--- config.mk ---
export PLATFORM = sky130hd
export DESIGN_NAME = pad_ctrl_sequencer
export DESIGN_NICKNAME = d
export VERILOG_FILES = /design/src/rtl/pad_seq_pkg.sv /design/src/rtl/pad_ctrl_sequencer_pump.sv /design/src/rtl/pad_ctrl_sequencer.sv
export SDC_FILE = /design/constraint.sdc
export NUM_CORES = 1
export LEC_CHECK = 0
export CORE_MARGIN = 2
export CORE_UTILIZATION = 45
export CTS_CLUSTER_SIZE = 25
export DETAILED_ROUTE_END_ITERATION = 10
export SLEW_MARGIN = 20
export SYNTH_ARGS = -nofsm -noshare
export SYNTH_HDL_FRONTEND = slang
export SYNTH_SLANG_ARGS = --single-unit
--- constraint.sdc ---
create_clock -name clk -period 5.3 [get_ports clk]
set_clock_uncertainty 0.1 [all_clocks]
set_input_delay 0.795 -clock clk [delete_from_list [all_inputs] [get_ports clk]]
set_output_delay 0.795 -clock clk [all_outputs]
set_load 0.05 [all_outputs]
--- src/rtl/pad_seq_pkg.sv ---
// Pad control sequencer: shared state and step-table types.
// Step fields are sized for the widest supported configuration.
package pad_seq_pkg;

    localparam int MAX_CTRL  = 32;
    localparam int MAX_DWELL = 32;

    typedef enum logic [1:0] {
        S_IDLE  = 2'd0,
        S_RUN   = 2'd1,
        S_FLUSH = 2'd2,
        S_DONE  = 2'd3
    } seq_state_t;

    typedef struct packed {
        logic [MAX_CTRL-1:0]  mask;
        logic                 pump_en;
        logic [MAX_DWELL-1:0] dwell;
    } step_t;

    function automatic step_t make_step(
        input logic [MAX_CTRL-1:0]  mask,
        input logic                 pump_en,
        input logic [MAX_DWELL-1:0] dwell
    );
        step_t s;
        s.mask    = mask;
        s.pump_en = pump_en;
        s.dwell   = dwell;
        return s;
    endfunction

endpackage

--- src/rtl/pad_ctrl_sequencer_pump.sv ---
// Peristaltic pump phase rotation: one vented valve walks around the ring.
// Phase and prescaler hold their count while enabled and clear when not.
module pump_phase_gen #(
    parameter int N_PUMP   = 3,
    parameter int PUMP_DIV = 8
) (
    input  logic              clk,
    input  logic              rst_n,
    input  logic              en,
    input  logic              dir,
    output logic [N_PUMP-1:0] pump_pad
);

    localparam int PW = $clog2(N_PUMP);
    localparam int DW = (PUMP_DIV > 1) ? $clog2(PUMP_DIV) : 1;
    localparam logic [PW-1:0] PH_LAST  = PW'(N_PUMP - 1);
    localparam logic [DW-1:0] PRE_LAST = DW'(PUMP_DIV - 1);

    logic [PW-1:0] phase_q;
    logic [DW-1:0] pre_q;
    logic          tick;

    assign tick = (pre_q == PRE_LAST);

    always_ff @(posedge clk or negedge rst_n) begin
        if (!rst_n) begin
            phase_q <= '0;
            pre_q   <= '0;
        end else if (!en) begin
            phase_q <= '0;
            pre_q   <= '0;
        end else begin
            pre_q <= tick ? '0 : pre_q + DW'(1);
            if (tick) begin
                if (dir)
                    phase_q <= (phase_q == '0) ? PH_LAST : phase_q - PW'(1);
                else
                    phase_q <= (phase_q == PH_LAST) ? '0 : phase_q + PW'(1);
            end
        end
    end

    always_comb begin
        pump_pad          = '1;
        pump_pad[phase_q] = 1'b0;
    end

endmodule

--- src/rtl/pad_ctrl_sequencer.sv ---
// Microfluidic valve pad sequencer: steps a programmed mask table,
// drives the pump ring, then vents everything for a fixed flush.
module pad_ctrl_sequencer
    import pad_seq_pkg::*;
#(
    parameter int N_CTRL    = 11,
    parameter int N_PUMP    = 3,
    parameter int STEPS     = 16,
    parameter int TIMER_W   = 16,
    parameter int PUMP_DIV  = 8,
    parameter int FLUSH_CYC = 32
) (
    input  logic                       clk,
    input  logic                       rst_n,
    input  logic                       start,
    input  logic                       abort,
    input  logic [$clog2(STEPS):0]     prog_len,
    input  logic                       pump_dir,
    input  logic                       wr_en,
    input  logic [$clog2(STEPS)-1:0]   wr_addr,
    input  logic [N_CTRL-1:0]          wr_mask,
    input  logic                       wr_pump_en,
    input  logic [TIMER_W-1:0]         wr_dwell,
    output logic [N_CTRL-1:0]          ctrl_pad,
    output logic [N_PUMP-1:0]          pump_pad,
    output logic                       flush_active,
    output logic                       busy,
    output logic                       done,
    output logic [$clog2(STEPS)-1:0]   cur_step,
    output logic                       wr_err
);

    localparam int AW = $clog2(STEPS);
    localparam int LW = AW + 1;
    localparam int FW = $clog2(FLUSH_CYC + 1);
    localparam int CW = (TIMER_W > FW) ? TIMER_W : FW;
    localparam logic [CW-1:0] FLUSH_LAST = CW'(FLUSH_CYC - 1);
    localparam logic [LW-1:0] LEN_MAX    = LW'(STEPS);

    seq_state_t state, state_n;

    logic [N_CTRL-1:0]  mask_mem  [STEPS];
    logic               pen_mem   [STEPS];
    logic [TIMER_W-1:0] dwell_mem [STEPS];

    logic [AW-1:0] step_q;
    logic [LW-1:0] len_q;
    logic [CW-1:0] cnt_q;

    step_t              cur;
    logic [TIMER_W-1:0] dwell_v;
    logic [CW-1:0]      dwell_last;
    logic [LW-1:0]      len_in;
    logic               step_exp;
    logic               last_step;
    logic               flush_exp;
    logic               addr_bad;
    logic               pump_en;
    logic [N_PUMP-1:0]  gen_pad;
    logic               unused_hi;

    logic [N_CTRL-1:0] ctrl_d;
    logic [N_PUMP-1:0] pump_d;
    logic              flush_d;
    logic              busy_d;
    logic              done_d;
    logic [AW-1:0]     step_d;

    assign cur = make_step(MAX_CTRL'(mask_mem[step_q]), pen_mem[step_q],
                           MAX_DWELL'(dwell_mem[step_q]));
    assign unused_hi  = ^cur;
    assign dwell_v    = cur.dwell[TIMER_W-1:0];
    assign dwell_last = (dwell_v == '0) ? '0 : CW'(dwell_v) - CW'(1);
    assign step_exp   = (cnt_q == dwell_last);
    assign last_step  = (({1'b0, step_q} + LW'(1)) == len_q);
    assign flush_exp  = (cnt_q == FLUSH_LAST);
    assign len_in     = (prog_len > LEN_MAX) ? LEN_MAX : prog_len;
    assign addr_bad   = (32'(wr_addr) >= STEPS);
    assign pump_en    = (state == S_RUN) && cur.pump_en;

    // Table is plain storage; contents are don't-care until written.
    always_ff @(posedge clk) begin
        if (wr_en && (state == S_IDLE) && !addr_bad) begin
            mask_mem[wr_addr]  <= wr_mask;
            pen_mem[wr_addr]   <= wr_pump_en;
            dwell_mem[wr_addr] <= wr_dwell;
        end
    end

    always_ff @(posedge clk or negedge rst_n) begin
        if (!rst_n)
            state <= S_IDLE;
        else
            state <= state_n;
    end

    always_comb begin
        state_n = state;
        unique case (state)
            S_IDLE:  if (start) state_n = (len_in == '0) ? S_FLUSH : S_RUN;
            S_RUN:   if (abort || (step_exp && last_step)) state_n = S_FLUSH;
            S_FLUSH: if (flush_exp) state_n = S_DONE;
            S_DONE:  state_n = S_IDLE;
            default: state_n = S_IDLE;
        endcase
    end

    always_ff @(posedge clk or negedge rst_n) begin
        if (!rst_n) begin
            step_q <= '0;
            len_q  <= '0;
            cnt_q  <= '0;
        end else begin
            unique case (state)
                S_IDLE: begin
                    step_q <= '0;
                    cnt_q  <= '0;
                    if (start) len_q <= len_in;
                end
                S_RUN: begin
                    if (abort || step_exp) begin
                        cnt_q <= '0;
                        if (!abort && !last_step) step_q <= step_q + AW'(1);
                    end else begin
                        cnt_q <= cnt_q + CW'(1);
                    end
                end
                S_FLUSH: cnt_q <= flush_exp ? '0 : cnt_q + CW'(1);
                S_DONE:  cnt_q <= '0;
                default: cnt_q <= '0;
            endcase
        end
    end

    pump_phase_gen #(
        .N_PUMP   (N_PUMP),
        .PUMP_DIV (PUMP_DIV)
    ) u_pump (
        .clk      (clk),
        .rst_n    (rst_n),
        .en       (pump_en),
        .dir      (pump_dir),
        .pump_pad (gen_pad)
    );

    always_comb begin
        ctrl_d  = '0;
        pump_d  = '0;
        flush_d = 1'b0;
        busy_d  = 1'b0;
        done_d  = 1'b0;
        step_d  = '0;
        unique case (state)
            S_RUN: begin
                ctrl_d = cur.mask[N_CTRL-1:0];
                pump_d = cur.pump_en ? gen_pad : '1;
                busy_d = 1'b1;
                step_d = step_q;
            end
            S_FLUSH: begin
                flush_d = 1'b1;
                busy_d  = 1'b1;
            end
            S_DONE: begin
                busy_d = 1'b1;
                done_d = 1'b1;
            end
            default: ;
        endcase
    end

    always_ff @(posedge clk or negedge rst_n) begin
        if (!rst_n) begin
            ctrl_pad     <= '0;
            pump_pad     <= '0;
            flush_active <= 1'b0;
            busy         <= 1'b0;
            done         <= 1'b0;
            cur_step     <= '0;
            wr_err       <= 1'b0;
        end else begin
            ctrl_pad     <= ctrl_d;
            pump_pad     <= pump_d;
            flush_active <= flush_d;
            busy         <= busy_d;
            done         <= done_d;
            cur_step     <= step_d;
            wr_err       <= wr_en && ((state != S_IDLE) || addr_bad);
        end
    end

endmodule

==> out/results.txt, run 1 <==
Clk pwr share: 39.2%
max_slew headroom: 25.7%
final core utilization: 52.7%
WP data required: 5.71 ns
EDFF count, synth: 448
Vias: 10316
Setup Viol. Count Final: 0
Power Internal: 6.61 mW
CTS Buf Count: 50
area share of the largest cell type after synthesis: 66.6%
CP Class: register to register
Synth top cells by count: edfxtp_1, mux4_2, nand2_1
Die Span Y: 216 um
# nets final: 1212
PostCTS Resize Cnt: 0
Setup WS pre-CTS: 0.526 ns
maximum buffer depth of the clock tree: 3
Total Neg Setup Slack: 0 ns
syn avg cell area: 19.3 um2
Setup Buffers After CTS: 0
drt wl/cell: 25.6 um
setup ws final: 0.508 ns
Initial DRT Pass Iterations: 5
Synth area leaders: edfxtp_1, mux4_2, dfrtp_1, nand2_1, mux4_1
Worst Tran Pin Value: 1.11 ns
Worst VDD drop: 231 uV
minimum clock period: 4.79 ns
die area: 46600 um2
Switching Share: 23.4%
most common cell in the netlist: edfxtp_1
die width: 216 um
asr flop ratio synth: 10.8%
CP arrival: 5.21 ns
FP Rows: 77
first-pass GRT wire length: 68.6 mm
core outline area: 44300 um2
setup repair after global routing missed its margin: false
Worst-Skew Late Latency: 0.60 ns
post-synth top area cell: edfxtp_1
status: finished, final reports clean
startpoint types: register
global route total overflow: 0
synthesized cell area: 20200 um2
FILL cells: 3545
placed cell count: 1696
Final ANT Viol Nets: 0
Root Buffer: clkbuf_16
register area share after synthesis: 73.2%
PortBufs: 64
final hold viol count: 0
Mapped Nets: 1103
Leak: 7.45 nW
total wire length: 45.9 mm
diode count: 0
number of global-route vias before repair: 10501
Routability Congestion: 0.932
Num Clock Sinks: 502
Tcrit/Tclk final: 90.4%
NetSw: 2.02 mW
1st-iter DRT viols: 983
combinational power share: 8.4%
max-cap violations: 0
io pins: 65
CTS tree: done
initial core utilization: 45.6%
CTS H-tree depth: 2
Crit-path slowest cell: dfrtp_4
Via density: 5.76
clk slew on worst S/H paths: 0.06 ns
# hold bufs at CTS: 0
initial antenna violation count: 1
CP bufs+invs: 1
Worst path max stage delay: 0.67 ns
endpoint type of the worst setup path: register
Cells after Synth: 1047
hold crit path type: primary input to async pin
Netlist cell types: 64
DRC: 0
Reg power frac: 52.3%
area delta synth->final: 15.5%
fin. max-slew vios: 0
largest net degree at the start of global routing: 55
Hold Slack: 0.261 ns
delay-heaviest family, CP: simple AND/OR/NAND/NOR gates
f_max: 0.209 GHz
DP Wirelength: 26.4 mm
PwrDens: 369 nW/um2
Synthesis Warnings: 0
fraction of layout cells with a size suffix above 1: 21.8%
Reg2Reg Setup Slack: 0.51 ns
crit-path cells: buf_4 > mux4_2 > nand2_1 > nand4_1 > or4_4 > or4_1 > o221ai_1 > o2111ai_1 > and4bb_1 > a31oi_2 > a2111oi_4 > mux2i_1
Synth Register Bits: 502
GR Util All Layers: 20.2%
Cell Count, Final, Fillers Out: 1790
critical path fanouts, max: 18
predominant post-synthesis flop cell: edfxtp_1
## cells in the final DEF, fill, tap and decap left out, types with 9 or more instances in the layout
cell,netlist,final
a21oi_1,12,12
a22oi_1,16,16
and2_1,20,20
buf_4,4,40
clkbuf_1,24,11
clkbuf_16,0,51
clkdlybuf4s50_1,0,63
clkinv_1,0,12
clkinv_2,0,14
dfrtp_1,54,52
edfxtp_1,448,448
ha_1,13,13
inv_1,14,14
mux4_2,116,116
nand2_1,59,59
nand2b_1,11,11
nand3_1,12,12
nand4_1,17,17
nor2_1,51,39
nor2_4,0,12
nor2b_1,9,9
o21ai_0,16,16
xnor2_1,14,14
xor2_1,10,10
## worst paths after layout
check	end	start	depth (start not counted)
setup / recovery	state[1]$_DFFE_PN0P_	step_q[0]$_DFFE_PN0P_	12
hold / removal	cnt_q[14]$_DFF_PN0_	rst_n	2
setup reg to reg	state[1]$_DFFE_PN0P_	step_q[0]$_DFFE_PN0P_	12
hold reg to reg	u_pump.pre_q[0]$_DFF_PN0_	u_pump.pre_q[0]$_DFF_PN0_	1
max in group asynchronous	step_q[0]$_DFFE_PN0P_	rst_n	2
min in group clk	u_pump.pre_q[0]$_DFF_PN0_	u_pump.pre_q[0]$_DFF_PN0_	1
## worst register-to-register path, stage by stage (launching register included)
cell       delay [ns]
dfrtp_4          0.67
buf_4            0.36
mux4_2           0.54
nand2_1          0.09
nand4_1          0.32
or4_4            0.65
or4_1            0.48
o221ai_1         0.19
o2111ai_1        0.14
and4bb_1         0.33
a31oi_2          0.17
a2111oi_4        0.46
mux2i_1          0.23
## registers in the layout, indices dropped and copies added, names as in the netlist
name and count:
busy 1, pump_pad 3, u_pump.pre_q 3, cnt_q 16
dwell_mem 256, wr_err 1, mask_mem 176, u_pump.phase_q 2
cur_step 4, step_q 4, len_q 5, ctrl_pad 11
flush_active 1, pen_mem 16, state 2, done 1
## area by class of cell
cell class / count / area [um2] / share of cell area [%]
Tap cell: 592 / 741 / 3.17
Sequential cell: 502 / 14800 / 63.5
Clock buffer: 62 / 1320 / 5.64
Inverter: 14 / 52.6 / 0.225
Timing Repair Buffer: 106 / 976 / 4.18
Multi-Input combinational cell: 482 / 5200 / 22.3
Clock inverter: 32 / 246 / 1.06
## stage by stage
step / cell area, um2 / power, mW
6_report: 23300 / 8.62
5_1_grt: 23300 / 8.91
4_1_cts: 23300 / 8.70
3_5_place_dp: 21800 / 5.33
3_3_place_gp: 21800 / 5.32
2_1_floorplan: 20200 / 5.01
## per-layer routing
metal / up-vias / share of wire, % / GRT usage, %
li1: 4497 / - / -
met1: 5437 / 46 / 29.9
met2: 307 / 46 / 30.5
met3: 73 / 5.9 / 3.50
met4: 2 / 2.7 / 7.05
met5: - / 0.024 / 0
## logic make-up after synthesis
kind of cell	Yosys count	share of synthesized area, %
compound gates	86	3.16
buf+inv	63	1.58
mux	131	14.3
flops	502	73.2
xor+xnor	24	1.04
fa+ha+maj	13	0.805
simple gates	228	5.84
## power by group through the flow
| stage | sequential (mW) | combinational (mW) | clock (mW) |
|---|---|---|---|
| after floorplan | 4.75 | 0.260 | 0 |
| after global routing | 4.53 | 0.788 | 3.59 |
| after CTS | 4.51 | 0.735 | 3.45 |
| after detailed placement | 4.59 | 0.734 | 0 |
| final | 4.51 | 0.728 | 3.38 |
| after global placement | 4.59 | 0.723 | 0 |
No activity file was read; power rests on OpenSTA's default activity.
==> run 2, diff against run 1 <==
--- a/config.mk
+++ b/config.mk
@@ -9,6 +9,8 @@
 export CORE_UTILIZATION = 45
 export CTS_CLUSTER_SIZE = 25
 export DETAILED_ROUTE_END_ITERATION = 10
+export GPL_TIMING_DRIVEN = 1
+export HOLD_SLACK_MARGIN = 0.1
 export SLEW_MARGIN = 20
 export SYNTH_ARGS = -nofsm -noshare
 export SYNTH_HDL_FRONTEND = slang
==> results of run 2 <==
Final layout, timing and power as in run 1 (identical DEF).
